[src/rtl/regfile_dumper.sv]
// Walks every register of a regfile read port and streams each one to a UART
// byte transmitter, least-significant byte first, one byte per tx handshake.
module regfile_dumper #(
    parameter int DATA_WIDTH = 32,
    parameter int NUM_REGS   = 32
) (
    input  logic                  clk,
    input  logic                  i_rst_n,
    input  logic                  i_start,
    output logic [4:0]            o_rf_addr,
    input  logic [DATA_WIDTH-1:0] i_rf_data,
    output logic [7:0]            o_tx_data,
    output logic                  o_tx_start,
    input  logic                  i_tx_done,
    output logic                  o_busy,
    output logic                  o_done
);

    localparam int NUM_BYTES = DATA_WIDTH / 8;
    localparam int CNT_W     = (NUM_BYTES > 1) ? $clog2(NUM_BYTES) : 1;

    localparam logic [CNT_W-1:0] LAST_BYTE = CNT_W'(NUM_BYTES - 1);
    localparam logic [4:0]       LAST_REG  = 5'(NUM_REGS - 1);

    typedef enum logic [2:0] {
        IDLE,
        LOAD,
        SEND,
        WAIT,
        DONE
    } state_t;

    state_t                state;
    logic [4:0]            index;
    logic [CNT_W-1:0]      byte_cnt;
    logic [DATA_WIDTH-1:0] shift_reg;

    always_ff @(posedge clk) begin
        if (!i_rst_n) begin
            state      <= IDLE;
            index      <= '0;
            byte_cnt   <= '0;
            shift_reg  <= '0;
            o_tx_data  <= '0;
            o_tx_start <= 1'b0;
        end else begin
            o_tx_start <= 1'b0;
            case (state)
                IDLE: begin
                    if (i_start) begin
                        index    <= '0;
                        byte_cnt <= '0;
                        state    <= LOAD;
                    end
                end
                LOAD: begin
                    shift_reg <= i_rf_data;
                    byte_cnt  <= '0;
                    state     <= SEND;
                end
                SEND: begin
                    o_tx_start <= 1'b1;
                    o_tx_data  <= shift_reg[7:0];
                    state      <= WAIT;
                end
                WAIT: begin
                    // o_tx_data is left untouched here so the UART sees a stable byte
                    if (i_tx_done) begin
                        if (byte_cnt < LAST_BYTE) begin
                            shift_reg <= shift_reg >> 8;
                            byte_cnt  <= byte_cnt + 1'b1;
                            state     <= SEND;
                        end else if (index < LAST_REG) begin
                            index <= index + 1'b1;
                            state <= LOAD;
                        end else begin
                            state <= DONE;
                        end
                    end
                end
                DONE: begin
                    // Index parks at zero so the read address is 0 whenever idle
                    index <= '0;
                    state <= IDLE;
                end
                default: state <= IDLE;
            endcase
        end
    end

    assign o_rf_addr = index;
    assign o_busy    = (state != IDLE);
    assign o_done    = (state == DONE);

endmodule

[config.mk]
export PLATFORM = sky130hd
export DESIGN_NAME = regfile_dumper
export DESIGN_NICKNAME = d
export VERILOG_FILES = /design/src/rtl/regfile_dumper.sv
export SDC_FILE = /design/constraint.sdc
export NUM_CORES = 1
export LEC_CHECK = 0
export BUFFER_PORTS_ARGS = -buffer_cell sky130_fd_sc_hd__buf_4
export CAP_MARGIN = 20
export CORE_AREA = 3 3 73 75
export CTS_BUF_LIST = sky130_fd_sc_hd__clkbuf_4 sky130_fd_sc_hd__clkbuf_8 sky130_fd_sc_hd__clkbuf_16
export DETAILED_ROUTE_END_ITERATION = 8
export DIE_AREA = 0 0 76 78
export HOLD_SLACK_MARGIN = 0.03
export PLACE_DENSITY_LB_ADDON = 0.08
export SLEW_MARGIN = 20
export SYNTH_ARGS = -nofsm -noshare
export SYNTH_HDL_FRONTEND = slang
export SYNTH_SLANG_ARGS = --single-unit
export TNS_END_PERCENT = 5
[constraint.sdc]
create_clock -name clk -period 1.55 [get_ports clk]
set_clock_uncertainty 0.05 [all_clocks]
set_input_delay 0.0775 -clock clk [delete_from_list [all_inputs] [get_ports clk]]
set_output_delay 0.0775 -clock clk [all_outputs]
set_load 0.02 [all_outputs]
==> results by stage <==
Route:
- For this run, the detailed router's first-pass iteration total came to 4.
- The overall routed net length is 5.73 mm.
- Using the TritonRoute via totals, the vias-per-cell ratio works out to 5.11.
- The detailed router placed 2137 vias in this run.
- The post-detailed-route wirelength per cell is 13.7 µm.
- The starting DRC count in detailed routing is 93.
- The total DRC errors in the routed layout is 0.
- The residual antenna-violating net count after detailed routing is 0.

Global route:
- The number of antenna violations at the first check in global routing is 0.
- The global route total overflow is 0.
- Global routing used 18.8% of the available tracks across all layers.
- The number of global-route vias before repair is just under 2000.
- The first global-routing pass estimated about 9.2 mm of wire.
- The largest net degree at the start of global routing is 42.

Timing:
- The hold violation total from the final report is 0.
- Static timing analysis puts the maximum clock frequency at 0.627 GHz.
- The worst max-slew margin expressed relative to the limit is between 70 and 80%.
- The minimum clock period after layout is approximately 1.6 ns.
- In the finished design, the share of the clock period the worst path needs comes to 103%.
- After layout, the worst setup slack is -0.0450 ns.
- The final number of max-transition violations is 0.
- Setup violations remaining at the end of the flow were counted as 1.
- At the pin with the least slew margin, the transition time is 0.363 ns.

Critical path:
- The critical path arrival is 1.75 ns.
- The worst register-to-register path has a depth of 7.
- The worst setup path is captured at a register.
- The worst register-to-register path begins at byte_cnt[1].
- In this run the worst setup path begins at byte_cnt[1].
- The cell seen most often among critical-path stages is sky130_fd_sc_hd__buf_12.
- Along the worst path, the maximum fanout reaches 9.
- Traced cell by cell, the critical path runs through ha_4, nand2b_4, a21oi_4, buf_12, buf_12, nor2_1, a311oi_1.
- Grouping stages by cell kind, the critical path spends the most delay in compound AO/OA/AOI/OAI gates.
- The worst path required time is about 1.7 ns.
- The endpoint of the most critical register-to-register path is shift_reg[5].
- The largest stage delay on the critical path is around 0.35 ns.
- The buffer and inverter count on the worst path is 2.
- The cell with the largest stage delay on the worst path is sky130_fd_sc_hd__dfxtp_1.
- The startpoint class of the critical path is a register.
- Across all register-to-register paths, the minimum setup slack is -0.05 ns.
- By startpoint and endpoint, the worst setup path is classified as reg -> reg.

Die:
- The boundary pin count is 52.
- Measured along the y axis, the die boundary spans about 78 µm.
- The region available for standard cell placement spans ~0.0047 mm².
- Once the floorplan was initialized, standard cells occupied 48.4% of the core.
- The die is between 70 and 80 µm wide.
- The floorplan has 25 rows.
- The floorplan step defined a die boundary enclosing 0.00593 mm².

CTS:
- The clock insertion delay at the later pin of the skew report is 0.30 ns.
- TritonCTS built the clock tree.
- The library cell used as clock root buffer is sky130_fd_sc_hd__clkbuf_8.
- The number of clock sinks seen by CTS is 51.
- Counting along the longest clock path gives a buffer depth of 2.
- After clock tree synthesis, the clock-pin slew on the worst setup and hold paths is 0.10 ns.
- Counting the buffers created by CTS gives 5.
- The H-tree level count is 2.

Final layout:
- The utilization after layout is between 70% and 80%.
- Relative to the synthesized area, the layout overhead comes to 48.7%.
- The net count of the finished layout is 388.
- Once layout is complete, the cells apart from fillers number 418.
- The register with the most flip-flops in the layout has 32 of them.
- The number of antenna cells inserted is 0.
- Cells with a size suffix above 1 make up 29.9% of the layout.

Hold path:
- The startpoint of the lowest-slack hold path is i_rf_data[10].
- The path with the worst hold slack has its endpoint at shift_reg[10].
- The path class of the tightest hold or removal check is in -> reg.
- The worst hold path cell count is 3.

Placed design:
- The number of placed instances, taps included, is 372.
- The half-perimeter wire length after detailed placement is 3.45 mm.
- The weighted congestion at the end of routability-driven global placement is 0.776.
- The count of buffers inserted at the top-level ports is 51.

Pwr:
- Across the VDD grid, the largest voltage drop is 0.703 mV.
- The total power per unit cell area is 945 mW/mm².
- For this design the static power due to leakage is 1.37 nW.

Synthesis:
- The number of synthesized register bits is 51.
- Of the synthesized area, sequential elements account for between 40% and 50%.
- The total nets after synthesis is 297.
- In this run, distinct cell masters in the synthesized netlist total 37.
- The count of synthesis-stage warnings from yosys is 0.
- The netlist area before placement is 0.00228 mm².
- The average cell area after synthesis is just under 9 µm².
- After technology mapping, the gate count stands at approximately 260.

Flow run:
- Max-cap violations in this run came to 0.

Run status:
- The final reports fail on negative setup slack.
- The flow ran to the end, but the final reports show violations.
==> cell type report <==
type / instances / area, µm²
fillers: 371 / 1330
clock inverters: 3 / 46.3
clock buffers: 5 / 68.8
flip-flops and latches: 51 / 1020
multi-input cells: 188 / 1190
well taps: 67 / 83.8
repair buffers: 103 / 980
inverters: 1 / 3.75
==> logic make-up (layout without fill, tap and decap cells) <==
logic type | Yosys count | after routing | share of synthesized area [%]
simple gates | 125 | 125 | 23.7
fa+ha+maj | 2 | 2 | 1.10
compound gates | 49 | 49 | 19.7
flops | 51 | 51 | 44.7
mux | 12 | 12 | 5.26
buf+inv | 20 | 112 | 5.64
==> cells in the final DEF, fill, tap and decap left out, types with 2 or more instances in the layout <==
cell,instances
sky130_fd_sc_hd__buf_4,62
sky130_fd_sc_hd__nand2_1,55
sky130_fd_sc_hd__dfxtp_1,48
sky130_fd_sc_hd__nor2_1,42
sky130_fd_sc_hd__dlygate4sd3_1,31
sky130_fd_sc_hd__a311oi_2,13
sky130_fd_sc_hd__mux2i_1,12
sky130_fd_sc_hd__a311oi_1,11
sky130_fd_sc_hd__a22oi_1,8
sky130_fd_sc_hd__nand3_1,7
sky130_fd_sc_hd__clkbuf_8,5
sky130_fd_sc_hd__buf_12,5
sky130_fd_sc_hd__or3_1,4
sky130_fd_sc_hd__and2_1,3
sky130_fd_sc_hd__a21oi_1,3
sky130_fd_sc_hd__a31oi_1,3
sky130_fd_sc_hd__dfxtp_2,3
sky130_fd_sc_hd__nand2b_4,2
sky130_fd_sc_hd__nor4_1,2
sky130_fd_sc_hd__o211ai_1,2
sky130_fd_sc_hd__o21ai_1,2
sky130_fd_sc_hd__nor3_1,2
sky130_fd_sc_hd__clkbuf_16,2
==> synth_stat cells <==
library cell / number / area (µm²)
sky130_fd_sc_hd__a211oi_1: 1 / 7.51
sky130_fd_sc_hd__a21oi_1: 3 / 15.0
sky130_fd_sc_hd__a311oi_1: 14 / 123
sky130_fd_sc_hd__nor3b_1: 1 / 7.51
sky130_fd_sc_hd__clkinv_1: 1 / 3.75
sky130_fd_sc_hd__a21o_1: 1 / 7.51
sky130_fd_sc_hd__ha_1: 2 / 25.0
sky130_fd_sc_hd__clkbuf_1: 5 / 18.8
sky130_fd_sc_hd__a211oi_2: 1 / 12.5
sky130_fd_sc_hd__or3_1: 4 / 25.0
sky130_fd_sc_hd__and2_1: 3 / 18.8
sky130_fd_sc_hd__nand2b_1: 2 / 12.5
sky130_fd_sc_hd__a2111oi_0: 1 / 8.76
sky130_fd_sc_hd__o211ai_1: 2 / 15.0
sky130_fd_sc_hd__nor2_1: 42 / 158
sky130_fd_sc_hd__nor2b_1: 1 / 6.26
sky130_fd_sc_hd__nand3b_1: 1 / 7.51
sky130_fd_sc_hd__a22oi_1: 8 / 60.1
sky130_fd_sc_hd__nor4_1: 2 / 12.5
sky130_fd_sc_hd__a311oi_2: 10 / 150
sky130_fd_sc_hd__buf_6: 3 / 33.8
sky130_fd_sc_hd__o21ai_1: 2 / 10.0
sky130_fd_sc_hd__o21ai_0: 1 / 5.00
sky130_fd_sc_hd__and3_1: 1 / 6.26
sky130_fd_sc_hd__dfxtp_1: 51 / 1020
sky130_fd_sc_hd__nand2_1: 56 / 210
sky130_fd_sc_hd__nor2_2: 1 / 6.26
sky130_fd_sc_hd__buf_2: 4 / 20.0
sky130_fd_sc_hd__mux2i_1: 12 / 120
sky130_fd_sc_hd__nor3_1: 2 / 10.0
sky130_fd_sc_hd__o21a_1: 1 / 7.51
sky130_fd_sc_hd__a31oi_1: 3 / 18.8
sky130_fd_sc_hd__buf_4: 7 / 52.6
sky130_fd_sc_hd__nand3_1: 7 / 35.0
sky130_fd_sc_hd__nand2b_4: 1 / 13.8
sky130_fd_sc_hd__nand3b_2: 1 / 11.3
sky130_fd_sc_hd__a21oi_2: 1 / 8.76
==> layer usage <==
metal,wire [µm],part of all wire [%],vias to the layer above,GRT usage [%]
met5,0,0,-,0
met2,2630,46,67,29.4
li1,-,-,1103,-
met1,2770,48,961,26.2
met4,42,0.73,0,4.17
met3,286,5.0,6,4.64
==> report_power, final <==
part	switching [W]	internal, W
Combinational	0.000362	0.000419
Clock	0.000455	0.000487
Sequential	0.0000658	0.00142
==> per-stage QoR <==
step	TNS [ns]	hold WS [ns]	total power (W)	setup WS [ns]	instance area [µm²]
3_3_place_gp	0	0.274	0.00210	0.0363	2790
5_1_grt	-0.237	0.0499	0.00338	-0.0465	3400
2_1_floorplan	0	0.188	0.00192	0.0909	2280
4_1_cts	0	0.0424	0.00315	0.00496	3260
6_report	-0.0450	0.0561	0.00321	-0.0450	3400
3_5_place_dp	-0.0133	0.287	0.00211	-0.0133	2790
==> worst register-to-register path, delay by kind of cell, from the launching register on <==
kind / cells / cell delay (ns)
AND/OR/NAND/NOR: 2 / 0.20
adder cells (fa/ha/maj): 1 / 0.16
buffers and inverters: 2 / 0.27
flip-flops: 1 / 0.35
AO/OA/AOI/OAI: 2 / 0.46
==> how the worst max path moves through the flow <==
stage	depth (start not counted)	to	slack, ns
after CTS	6	shift_reg[20]	0.005
final	7	shift_reg[5]	-0.05
after global placement	6	shift_reg[12]	0.04
after floorplan	6	shift_reg[12]	0.09
after detailed placement	6	shift_reg[20]	-0.01
after global routing	7	shift_reg[5]	-0.05
==> what timing repair did <==
action | CTS | global route
setup buffers | 0 | 4
hold endpoints to repair | 31 | 0
pin swaps | 1 | 10
cloned | 1 | 2
hold buffers | 31 | 0
resized for setup | 1 | 14
endpoints found under the setup margin | 19 | 31
No activity file was read; power rests on OpenSTA's default activity.
